===== src/rtl/ls_unit.sv =====
// ls_unit: load/store execution unit; byte-serial access over the shared memory port.
// Optional LS_ALIGN_CHECK_EN: misaligned H/W ops complete with no memory cycle and pulse LSmisalign.
`ifndef TagBus
`define TagBus 4
`endif
`ifndef NameBus
`define NameBus 5
`endif
`ifndef OpBus
`define OpBus 4
`endif
`ifndef tagFree
`define tagFree 0
`endif
`ifndef nameFree
`define nameFree 0
`endif
`ifndef NOP
`define NOP 0
`endif
`ifndef LB
`define LB 1
`endif
`ifndef LH
`define LH 2
`endif
`ifndef LW
`define LW 3
`endif
`ifndef LBU
`define LBU 4
`endif
`ifndef LHU
`define LHU 5
`endif
`ifndef SB
`define SB 6
`endif
`ifndef SH
`define SH 7
`endif
`ifndef SW
`define SW 8
`endif

module ls_unit #(
  parameter int unsigned DATA_W = 32,
  parameter int unsigned TAG_W  = `TagBus,
  parameter int unsigned NAME_W = `NameBus,
  parameter int unsigned OP_W   = `OpBus
) (
  input  logic              clk,
  input  logic              rst,
  input  logic              LSworkEn,
  input  logic [DATA_W-1:0] operandO,
  input  logic [DATA_W-1:0] operandT,
  input  logic [DATA_W-1:0] imm,
  input  logic [TAG_W-1:0]  wrtTag,
  input  logic [NAME_W-1:0] wrtName,
  input  logic [OP_W-1:0]   opCode,
  output logic              LSreadEn,
  output logic              memReq,
  input  logic              memGrant,
  output logic [31:0]       memAddr,
  output logic              memWr,
  output logic [7:0]        memDout,
  input  logic [7:0]        memDin,
  output logic              enLSwrt,
  output logic [TAG_W-1:0]  LStag,
  output logic [DATA_W-1:0] LSdata,
  output logic [NAME_W-1:0] LSname
`ifdef LS_ALIGN_CHECK_EN
  ,
  output logic              LSmisalign
`endif
);

  localparam int unsigned ADDR_W = 32;
  localparam int unsigned IDX_W  = 3;

  typedef enum logic [1:0] {IDLE, ACCESS, DRAIN, DONE} state_t;
  state_t state, state_nxt;

  logic [TAG_W-1:0]  tag_q;
  logic [NAME_W-1:0] name_q;
  logic [OP_W-1:0]   op_q;
  logic [31:0]       st_q, ld_q, ld_ext_c;
  logic [ADDR_W-1:0] addr_q, addr_c;
  logic [IDX_W-1:0]  idx_q, cnt_q, cnt_c;
  logic [1:0]        lane_c;
  logic              rd_pend_q, accept_c, last_c, skip_c;
`ifdef LS_ALIGN_CHECK_EN
  logic              mis_q;
`endif

  function automatic logic is_load(input logic [OP_W-1:0] op);
    return (op == OP_W'(`LB)) || (op == OP_W'(`LH)) || (op == OP_W'(`LW)) ||
           (op == OP_W'(`LBU)) || (op == OP_W'(`LHU));
  endfunction

  // Byte count per opcode; zero marks NOP or an unknown opcode that is not accepted.
  always_comb begin
    cnt_c = '0;
    if (opCode == OP_W'(`LB) || opCode == OP_W'(`LBU) || opCode == OP_W'(`SB))
      cnt_c = IDX_W'(1);
    else if (opCode == OP_W'(`LH) || opCode == OP_W'(`LHU) || opCode == OP_W'(`SH))
      cnt_c = IDX_W'(2);
    else if (opCode == OP_W'(`LW) || opCode == OP_W'(`SW))
      cnt_c = IDX_W'(4);
  end

  assign addr_c   = ADDR_W'(operandO + imm);
  assign accept_c = (state == IDLE) && LSworkEn && (cnt_c != '0);
  assign last_c   = (IDX_W'(idx_q + 1'b1) == cnt_q);
  assign lane_c   = 2'(idx_q - 1'b1);
`ifdef LS_ALIGN_CHECK_EN
  assign skip_c   = ((cnt_c == IDX_W'(2)) && addr_c[0]) ||
                    ((cnt_c == IDX_W'(4)) && (addr_c[1:0] != 2'b00));
`else
  assign skip_c   = 1'b0;
`endif

  always_ff @(posedge clk) begin
    if (rst) state <= IDLE;
    else     state <= state_nxt;
  end

  always_comb begin
    state_nxt = state;
    case (state)
      IDLE:   if (accept_c) state_nxt = skip_c ? DONE : ACCESS;
      ACCESS: if (memGrant && last_c) state_nxt = is_load(op_q) ? DRAIN : DONE;
      DRAIN:  state_nxt = DONE;
      DONE:   state_nxt = IDLE;
    endcase
  end

  // Operation latch, byte index, and load assembly from the byte returned one cycle after a grant.
  always_ff @(posedge clk) begin
    if (rst) begin
      tag_q     <= TAG_W'(`tagFree);
      name_q    <= NAME_W'(`nameFree);
      op_q      <= OP_W'(`NOP);
      st_q      <= '0;
      ld_q      <= '0;
      addr_q    <= '0;
      idx_q     <= '0;
      cnt_q     <= '0;
      rd_pend_q <= 1'b0;
`ifdef LS_ALIGN_CHECK_EN
      mis_q     <= 1'b0;
`endif
    end else begin
      rd_pend_q <= (state == ACCESS) && memGrant && is_load(op_q);
      if (accept_c) begin
        tag_q  <= wrtTag;
        name_q <= wrtName;
        op_q   <= opCode;
        st_q   <= 32'(operandT);
        addr_q <= addr_c;
        cnt_q  <= cnt_c;
        idx_q  <= '0;
        ld_q   <= '0;
`ifdef LS_ALIGN_CHECK_EN
        mis_q  <= skip_c;
`endif
      end else begin
        if ((state == ACCESS) && memGrant) idx_q <= IDX_W'(idx_q + 1'b1);
        if (rd_pend_q) ld_q[{lane_c, 3'b000} +: 8] <= memDin;
      end
    end
  end

  always_comb begin
    ld_ext_c = ld_q;
    if (op_q == OP_W'(`LB))       ld_ext_c = {{24{ld_q[7]}}, ld_q[7:0]};
    else if (op_q == OP_W'(`LH))  ld_ext_c = {{16{ld_q[15]}}, ld_q[15:0]};
    else if (op_q == OP_W'(`LBU)) ld_ext_c = {24'h0, ld_q[7:0]};
    else if (op_q == OP_W'(`LHU)) ld_ext_c = {16'h0, ld_q[15:0]};
  end

  always_comb begin
    LSreadEn = (state == IDLE) && !LSworkEn;
    memReq   = 1'b0;
    memWr    = 1'b0;
    memAddr  = '0;
    memDout  = '0;
    enLSwrt  = 1'b0;
    LStag    = TAG_W'(`tagFree);
    LSdata   = '0;
    LSname   = NAME_W'(`nameFree);
`ifdef LS_ALIGN_CHECK_EN
    LSmisalign = 1'b0;
`endif
    case (state)
      ACCESS: begin
        memReq  = 1'b1;
        memAddr = addr_q + ADDR_W'(idx_q);
        memWr   = !is_load(op_q);
        if (!is_load(op_q)) memDout = st_q[{idx_q[1:0], 3'b000} +: 8];
      end
      DONE: begin
        if (is_load(op_q) && (tag_q != TAG_W'(`tagFree))) begin
          enLSwrt = 1'b1;
          LStag   = tag_q;
          LSdata  = DATA_W'(ld_ext_c);
          LSname  = name_q;
        end
`ifdef LS_ALIGN_CHECK_EN
        LSmisalign = mis_q;
`endif
      end
      default: ;
    endcase
  end

endmodule

===== config.mk =====
export PLATFORM = sky130hd
export DESIGN_NAME = ls_unit
export DESIGN_NICKNAME = d
export VERILOG_FILES = /design/src/rtl/ls_unit.sv
export SDC_FILE = /design/constraint.sdc
export NUM_CORES = 1
export LEC_CHECK = 0
export ABC_AREA = 1
export ABC_CLOCK_PERIOD_IN_PS = 3300
export CORE_MARGIN = 5
export CORE_UTILIZATION = 30
export DETAILED_ROUTE_END_ITERATION = 6
export PLACE_DENSITY = 0.56
export SYNTH_ARGS = -nofsm -noshare
export SYNTH_HDL_FRONTEND = slang
export SYNTH_SLANG_ARGS = --single-unit

===== constraint.sdc =====
create_clock -name clk -period 3.3 [get_ports clk]
set_clock_uncertainty 0.2 [all_clocks]
set_input_delay 0.66 -clock clk [delete_from_list [all_inputs] [get_ports clk]]
set_output_delay 0.66 -clock clk [all_outputs]
set_load 0.01 [all_outputs]

==> flow_summary.json, run 1 <==
{
  "start_kind": "flip-flop",
  "synth_compound_gate_area_share": 0.158,
  "hold_buffers": 0,
  "synthesis.nets": 1608,
  "slew_viol_final": 0,
  "status": "completed",
  "clk_pin_slew_ns": 0.06,
  "antenna_found_initial": 0,
  "root_buffer": "clkbuf_16",
  "gp_congestion": 0.956,
  "synth_fa_ha_area_frac": 0.0680,
  "grt_pass1_wl_mm": 48.8,
  "ys.flop_type": "dfxtp_1",
  "fin_nets": 1835,
  "synth_top_family_by_area": "simple AND/OR/NAND/NOR gates",
  "wl_per_cell_microns": 14.9,
  "synth-seq-cells": 118,
  "io_buffers": 205,
  "htree_levels": 4,
  "initial_core_util": 0.303,
  "syn_area_sq_mm": 0.00868,
  "clock-sinks": 118,
  "die_x_microns": 180,
  "routed_wirelength_mm": 30.9,
  "synthDistinctLibCells": 50,
  "min_path_type": "flip-flop to flip-flop",
  "drt-initial-drc-count": 546,
  "crit_type": "flip-flop to output pin",
  "max_cap_violations": 0,
  "yosys_warnings": 0,
  "synth_commonest_cells": "nand2_1, nor2_1, inv_1",
  "ir_worst_vdd_uv": 354,
  "seq_area_frac_synth": 0.272,
  "fin_crit_ns": 3.22,
  "vias": 9708,
  "grt_max_degree": 61,
  "drive_above_1_share": 0.108,
  "powerDensity_mw_per_mm2": 463,
  "r2r_cells": 8,
  "rows": 62,
  "p_total_uw": 5670,
  "synth_async_sr_flop_share": 0,
  "viasPerCell": 4.70,
  "groute.usage.overall": 0.183,
  "synth.most_common_cell": "nand2_1",
  "grt_pass1_vias": 9390,
  "clkLatencyLatePin_ns": 0.42,
  "synth_area_leader_cell": "dfxtp_1",
  "hpwl_mm": 24.2,
  "synth_mux_area_frac": 0,
  "synth_cells": 1441,
  "synth-edff-count": 0,
  "grt_overflow": 0,
  "cts_tree": "done",
  "critPathMaxFanout": 3,
  "antennaDiodeCount": 0,
  "relSlewSlack": 0.436,
  "die_h_microns": 180,
  "power.leakage_uw": 0.00568,
  "cts_buffer_depth": 2,
  "fin_crit_sh": 0.977,
  "end_kind": "output pin",
  "setup_viol": 0,
  "crit_required_ns": 2.44,
  "io_pins": 206,
  "numCtsBuffers": 17,
  "finalHoldViolCount": 0,
  "core_sq_mm": 0.0286,
  "drc_errors": 0,
  "cp.arrival_ns": 2.36,
  "avgSynthCellArea_sq_um": 6.03,
  "rsz0062_at_grt": "true",
  "synth_area_leaders": "dfxtp_1, nand2_1, nor2_1",
  "ant_nets": 0,
  "synthXorXnorAreaFrac": 0.0272,
  "synth_top_area_frac": 0.272,
  "whs_path_depth": 2,
  "worstMarginPinSlew_ns": 0.839,
  "fmax_mhz": 310,
  "drtPass1Iterations": 7,
  "final_util": 0.428,
  "synth_simple_gate_area_frac": 0.356,
  "die_area_sq_mm": 0.0324,
  "area_growth_syn_to_layout_pct": 41.0
}
[cells in the final DEF (no fill, tap or decap), types with 21 or more instances in the layout]
master	n
a21oi_1	93
buf_4	40
clkdlybuf4s50_1	169
dfxtp_1	111
ha_1	42
inv_1	201
nand2_1	356
nand3_1	57
nand4_1	21
nor2_1	243
o21ai_0	96
[final cells by class]
cell class	count	area, sq um
fill	3040	16400
timing repair buffer	252	2460
clock buffer	18	439
clock inverter	14	150
tap	384	480
multi-input combinational	1067	5540
sequential	118	2370
inverter	212	805
[critical path, cell delays in order, from the launching register on]
cell	delay (ns)
dfxtp_2	0.33
ha_4	0.16
fa_2	0.37
nand2_2	0.11
a21oi_4	0.07
buf_6	0.12
nand2_2	0.09
buf_4	0.15
o21ai_4	0.07
a2bb2oi_2	0.13
buf_4	0.14
clkdlybuf4s15_2	0.22
[report_power, final]
part | internal [uW] | leakage (uW) | switching [uW]
registers | 1630 | 0.000967 | 160
logic | 786 | 0.00443 | 1230
clock network | 1140 | 0.000283 | 733
[repair_timing]
item / in CTS / in global routing
gates resized for setup: 88 / 56
pin swaps: 9 / 13
setup endpoints to repair: 43 / 68
cloned: 0 / 1
buffers inserted: 3 / 8
[stage by stage]
stage               instances  hold slack (ns)  cell area (sq um)  TNS, ns  worst slack, ns
floorplan                1441            0.230               8680        0            0.627
global placement         2021            0.245              11300        0           0.0573
detailed placement       2021            0.249              11300        0           0.0497
CTS                      2056            0.258              12000   -0.724           -0.225
global route             2065            0.270              12200  -0.0983          -0.0449
finish                   2065            0.254              12200        0           0.0752
[sequential cells by signal, indices dropped and copies added (netlist names)]
| register | count |
|---|---|
| idx_q | 3 |
| rd_pend_q | 1 |
| tag_q | 4 |
| state | 2 |
| st_q | 32 |
| op_q | 4 |
| addr_q | 32 |
| cnt_q | 3 |
| ld_q | 32 |
| name_q | 5 |
[final timing paths]
check / start / endpoint / slack (ns)
min: name_q[0]$_SDFFE_PP0P_ / name_q[0]$_SDFFE_PP0P_ / 0.25
min reg2reg: name_q[0]$_SDFFE_PP0P_ / name_q[0]$_SDFFE_PP0P_ / 0.25
max reg2reg: idx_q[0]$_SDFFE_PP0P_ / ld_q[3]$_SDFFE_PP0P_ / 0.62
max: addr_q[0]$_SDFFE_PP0P_ / memAddr[12] / 0.08
[metal layers]
metal	share of wire	up-vias	routed length [microns]	global-route usage
li1	-	5036	-	-
met1	0.44	4377	13600	0.224
met2	0.49	253	15200	0.333
met3	0.043	42	1320	0.0317
met4	0.023	0	722	0.0499
met5	0	-	0	0
[cells by family (layout without fill, tap and decap cells)]
group / after synthesis / in the layout
xor gates and xnor gates: 27 / 27
DFF: 118 / 118
buffers and inverters: 257 / 496
AOI/OAI and AO/OA: 248 / 249
and+or+nand+nor: 745 / 745
adders and majority gates: 46 / 46
Power figures use the tool's default switching activity.
==> run 2, diff against run 1 <==
--- a/config.mk
+++ b/config.mk
@@ -10,7 +10,9 @@
 export CORE_MARGIN = 5
 export CORE_UTILIZATION = 30
 export DETAILED_ROUTE_END_ITERATION = 6
+export HOLD_SLACK_MARGIN = 0.03
 export PLACE_DENSITY = 0.56
+export SLEW_MARGIN = 25
 export SYNTH_ARGS = -nofsm -noshare
 export SYNTH_HDL_FRONTEND = slang
 export SYNTH_SLANG_ARGS = --single-unit
==> constraint.sdc (replaced) <==
create_clock -name clk -period 3.3 [get_ports clk]
set_clock_uncertainty 0.2 [all_clocks]
set_input_delay 0.825 -clock clk [delete_from_list [all_inputs] [get_ports clk]]
set_output_delay 0.825 -clock clk [all_outputs]
set_load 0.01 [all_outputs]
==> run 2 against run 1 <==
Against the previous run:
- the flow now finishes with violations (negative setup slack)
- power up 1.6%
- sequential power about the same
- non-clock buffer count grew 18
- global-route usage is 0.077 points lower
- sequential share of layout area is 0.24 points lower
- cell area increased by 1.4%
- worst setup slack got worse by 0.13 ns
- clock power grew 4%
- via count shrank 0.70%
- largest power group unchanged
- combinational power hardly changed
==> flow_summary.json, run 2 (same netlist as run 1, synthesis figures left out) <==
{
  "grt_max_degree": 48,
  "r2r_start": "idx_q[0]$_SDFFE_PP0P_",
  "wl_met3_mm": 1.26,
  "core_sq_mm": 0.0286,
  "min-delay-start": "name_q[4]$_SDFFE_PP0P_",
  "powerDensity_mw_per_mm2": 464,
  "relSlewSlack": 0.485,
  "critical_path.max_stage_delay_ns": 0.35,
  "fin_cells": 2082,
  "r2r_slack_ns": 0.63,
  "regArea_sq_mm": 0.00237,
  "crit_required_ns": 2.27,
  "ant_nets": 0,
  "die_area_sq_mm": 0.0324,
  "clkLatencyLatePin_ns": 0.41,
  "p_int_uw": 3630,
  "grt_pass1_wl_mm": 48.6,
  "nFillCells": 3084,
  "ir_worst_vdd_uv": 289,
  "final_cell_mix": "nand2_1, nor2_1, inv_1",
  "drc_errors": 0,
  "hold_path_end": "name_q[4]$_SDFFE_PP0P_",
  "groute.usage.overall": 0.183,
  "end_kind": "output pin",
  "numCtsBuffers": 17,
  "r2r_cells": 9,
  "clock-sinks": 118,
  "dpl.cell_count": 2041,
  "start_kind": "flip-flop",
  "wl_met2_mm": 15.1,
  "switching_share": 0.370,
  "wl_per_cell_microns": 14.7,
  "finalHoldViolCount": 0,
  "worstMarginPinSlew_ns": 0.767,
  "io_pins": 206,
  "p_switching_uw": 2130,
  "cts_buffer_depth": 2,
  "power.leakage_uw": 0.00613,
  "crit_buf_inv": 4,
  "cts_tree": "done",
  "multi_input_area_sq_mm": 0.00564,
  "initial_core_util": 0.303,
  "die_x_microns": 180,
  "rsz0062_at_grt": "true",
  "routed_wirelength_mm": 30.6,
  "vias": 9640,
  "status": "finished, violations left",
  "viasPerCell": 4.63,
  "worst_slack_ns": -0.0500,
  "drive_above_1_share": 0.137,
  "cp.arrival_ns": 2.33,
  "root_buffer": "clkbuf_16",
  "r2r_end": "ld_q[4]$_SDFFE_PP0P_",
  "setup_viol": 1,
  "die_h_microns": 180,
  "min_path_type": "flip-flop to flip-flop",
  "met1_length_mm": 13.4,
  "seq_power_share": 0.309,
  "hpwl_mm": 24.4,
  "antennaDiodeCount": 0,
  "crit_family": "buffers and inverters",
  "htree_levels": 4,
  "drtPass1Iterations": 5,
  "hold_buffers": 0,
  "max_cap_violations": 0,
  "fin_crit_sh": 1.02,
  "io_buffers": 205,
  "antenna_found_initial": 0,
  "fin_nets": 1852,
  "grt_overflow": 0,
  "rows": 62,
  "top_layer": "met4",
  "area_growth_syn_to_layout_pct": 43.0,
  "gp_congestion": 0.951,
  "critPathMaxFanout": 3,
  "cp-startpoint": "addr_q[0]$_SDFFE_PP0P_",
  "slew_viol_final": 0,
  "path_cells": "ha_4, fa_2, nand2_2, a21oi_4, inv_2, nor2_4, nand2_2, nor2_1, buf_4, o21ai_2, a31oi_1, buf_4, buf_6",
  "p_total_uw": 5760,
  "whs_path_depth": 2,
  "slowest_stage": "dfxtp_2",
  "drt-initial-drc-count": 502,
  "crit_type": "flip-flop to output pin",
  "fmax_mhz": 299,
  "violations": "negative setup slack",
  "clk_pin_slew_ns": 0.06,
  "clkPwrFrac": 0.338,
  "reg_top3": "addr_q x32, ld_q x32, st_q x32",
  "grt_pass1_vias": 9518,
  "fin_crit_ns": 3.35,
  "layout_commonest_cell": "nand2_1",
  "combPwrFrac": 0.353
}
[run 2: timing repair]
action	in CTS	in global routing
setup endpoints to repair	78	54
setup buffers	2	7
hold endpoints to repair	0	0
pin swaps	14	26
resized for setup	167	101
[run 2: metal layers]
layer	track usage	vias up
li1	-	5059
met1	0.223	4286
met2	0.328	250
met3	0.0329	45
met4	0.0563	0
met5	0	-
[run 2: worst max-delay path by stage]
| stage | to | slack [ns] | cells after the start |
|---|---|---|---|
| 6_report | memAddr[14] | -0.05 | 13 |
| 5_1_grt | memAddr[14] | -0.20 | 13 |
| 4_1_cts | memAddr[17] | -0.18 | 13 |
| 3_5_place_dp | memAddr[14] | -0.09 | 13 |
| 3_3_place_gp | memAddr[17] | -0.07 | 13 |
| 2_1_floorplan | memAddr[30] | 0.46 | 11 |
[run 2: worst reg2reg max path: stages, from the launching register on]
cell and delay (ns):
dfxtp_4 0.35, buf_4 0.12, buf_12 0.19, inv_1 0.10, buf_4 0.17, ha_1 0.39
inv_1 0.11, nor4_2 0.69, a22oi_1 0.16, nor2_1 0.14
[run 2: layout make-up]
class,instances,area share
Inverter,212,0.0651
Multi-Input combinational cell,1066,0.454
Clock inverter,15,0.0154
Timing Repair Buffer,270,0.202
Tap cell,384,0.0387
Clock buffer,17,0.0342
Sequential cell,118,0.191
[run 2: through the flow]
| stage | area [sq um] | hold slack [ns] | util | setup slack, ns | TNS (ns) |
|---|---|---|---|---|---|
| global route | 12400 | 0.274 | 0.434 | -0.200 | -1.45 |
| detailed placement | 11400 | 0.249 | 0.399 | -0.0858 | -0.482 |
| finish | 12400 | 0.253 | 0.434 | -0.0500 | -0.0500 |
| global placement | 11400 | 0.243 | 0.399 | -0.0744 | -0.402 |
| CTS | 12200 | 0.258 | 0.425 | -0.183 | -0.665 |
| floorplan | 8680 | 0.230 | - | 0.462 | 0 |
[run 2: power by group through the flow]
stage,sequential [uW],clock [uW],combinational [uW]
after detailed placement,1800,0,1990
after global routing,1810,2070,2300
after global placement,1790,0,1980
after CTS,1780,1990,2020
final,1780,1950,2030
after floorplan,1770,0,1270
==> run 3, diff against run 2 <==
--- a/config.mk
+++ b/config.mk
@@ -8,10 +8,11 @@
 export ABC_AREA = 1
 export ABC_CLOCK_PERIOD_IN_PS = 3300
 export CORE_MARGIN = 5
-export CORE_UTILIZATION = 30
+export CORE_UTILIZATION = 51
 export DETAILED_ROUTE_END_ITERATION = 6
 export HOLD_SLACK_MARGIN = 0.03
-export PLACE_DENSITY = 0.56
+export PLACE_DENSITY = 0.82
+export SETUP_SLACK_MARGIN = 0.1
 export SLEW_MARGIN = 25
 export SYNTH_ARGS = -nofsm -noshare
 export SYNTH_HDL_FRONTEND = slang
==> run 3 against run 2 <==
Against the previous run:
- the run still ends with negative setup slack left
- count of clock-buffer cells in the layout grew 7
- power down 6.6%
- wire length down 8.2%
- global-route usage increased by 9.0 points
- register-to-register slack improved by 0.08 ns
- non-clock buffer count decreased by 12
- critical path type unchanged
- highest routed layer unchanged
==> flow_summary.json, run 3 (same netlist as run 1, synthesis figures left out) <==
{
  "initial_core_util": 0.522,
  "layout_commonest_cell": "nand2_1",
  "grt_max_degree": 43,
  "status": "finished, violations left",
  "critPathMaxFanout": 4,
  "antenna_found_initial": 0,
  "grt_use_met1": 0.318,
  "hold_buffers": 0,
  "ant_nets": 0,
  "drive_above_1_share": 0.129,
  "rsz0062_at_grt": "true",
  "die_h_microns": 140,
  "hold_path_end": "name_q[0]$_SDFFE_PP0P_",
  "clk_pin_slew_ns": 0.05,
  "powerDensity_mw_per_mm2": 448,
  "worst_slack_ns": -0.0309,
  "drc_errors": 0,
  "grt_overflow": 0,
  "area_growth_syn_to_layout_pct": 38.3,
  "min_path_type": "flip-flop to flip-flop",
  "grt_pass1_wl_mm": 44.2,
  "routed_wirelength_mm": 28.0,
  "grtUsageMet3": 0.0532,
  "finalHoldWorstSlack_ns": 0.249,
  "end_kind": "output pin",
  "max_cap_violations": 0,
  "rows": 47,
  "grt_use_met2": 0.485,
  "worstMarginPinSlew_ns": 0.751,
  "gp_congestion": 0.982,
  "r2r_cells": 8,
  "drtPass1Iterations": 5,
  "die_area_sq_mm": 0.0197,
  "r2r_slack_ns": 0.71,
  "fin_nets": 1841,
  "fin_crit_ns": 3.33,
  "p_total_uw": 5390,
  "root_buffer": "clkbuf_16",
  "reg_top3": "addr_q x32, ld_q x32, st_q x32",
  "violations": "negative setup slack",
  "crit_type": "flip-flop to output pin",
  "power.leakage_uw": 0.00588,
  "busiest_layer": "met2",
  "dp_worst_setup_slack_ns": -0.167,
  "relSlewSlack": 0.496,
  "wl_per_cell_microns": 14.7,
  "htree_levels": 4,
  "drt-initial-drc-count": 749,
  "slew_viol_final": 0,
  "r2r_end": "ld_q[7]$_SDFFE_PP0P_",
  "io_pins": 206,
  "numCtsBuffers": 17,
  "crit_required_ns": 2.27,
  "vias": 10000,
  "r2r_start": "idx_q[0]$_SDFFE_PP0P_",
  "final_cell_mix": "nand2_1, nor2_1, inv_1",
  "min-delay-start": "name_q[0]$_SDFFE_PP0P_",
  "final_util": 0.722,
  "setup_viol": 2,
  "clock-sinks": 118,
  "fmax_mhz": 300,
  "die_x_microns": 140,
  "cts_buffer_depth": 2,
  "antennaDiodeCount": 0,
  "ir_worst_vdd_uv": 326,
  "core_sq_mm": 0.0166,
  "groute.usage.overall": 0.272,
  "clkLatencyLatePin_ns": 0.43,
  "fin_crit_sh": 1.01,
  "viasPerCell": 5.26,
  "whs_path_depth": 2,
  "setup_tns_ns": -0.0416,
  "grt_pass1_vias": 9351,
  "start_kind": "flip-flop",
  "cts_tree": "done",
  "cp.arrival_ns": 2.31,
  "finalHoldViolCount": 0,
  "hpwl_mm": 21.3,
  "io_buffers": 205
}
## run 3: final cells by class
class	instances	area, sq um
Clock buffer	24	462
Clock inverter	5	28.8
Fill cell	1419	4630
Inverter	212	803
Multi-Input combinational cell	1067	5700
Sequential cell	118	2380
Tap cell	220	275
Timing Repair Buffer	258	2370
## run 3: worst max-delay path by stage
stage                                       from  slack [ns]           to  cells after the start
final                      idx_q[0]$_SDFFE_PP0P_       -0.03  memAddr[30]                     12
after global placement    addr_q[0]$_SDFFE_PP0P_        -0.1  memAddr[30]                     12
after CTS                  idx_q[0]$_SDFFE_PP0P_       -0.12  memAddr[30]                     12
after detailed placement   idx_q[0]$_SDFFE_PP0P_       -0.17  memAddr[30]                     12
after floorplan            idx_q[0]$_SDFFE_PP0P_        0.46  memAddr[30]                     11
after global routing      addr_q[0]$_SDFFE_PP0P_       -0.12  memAddr[30]                     12
## run 3: metrics by stage
step	std cells	area, sq um
6_report	1904	12000
5_1_grt	1904	12000
4_1_cts	1897	11800
3_5_place_dp	1860	11100
3_3_place_gp	1860	11100
2_1_floorplan	1441	8680
## run 3: worst max-delay path, stage by stage, from the launching register on
cell,delay [ns]
dfxtp_4,0.36
ha_4,0.14
fa_2,0.24
nand2_4,0.07
a21oi_4,0.18
inv_2,0.08
nor2_4,0.12
nand2_4,0.08
nor2_4,0.10
nand2_2,0.06
xor2_1,0.15
nor2_2,0.15
buf_2,0.16
## run 3: power breakdown
group / switching, uW / internal [uW]
registers: 159 / 1630
logic: 1220 / 794
clock network: 621 / 957
total: 2000 / 3380
## run 3: timing repair
action | 4_1_cts | 5_1_grt
cloned | 1 | 0
pin swaps | 27 | 25
endpoints found under the setup margin | 78 | 52
buffers inserted | 8 | 7
resized for setup | 224 | 79
## run 3: routing by layer
| layer | up-vias | part of all wire |
|---|---|---|
| li1 | 5055 | - |
| met1 | 4512 | 0.40 |
| met2 | 366 | 0.49 |
| met3 | 77 | 0.069 |
| met4 | 0 | 0.038 |
| met5 | - | 0 |
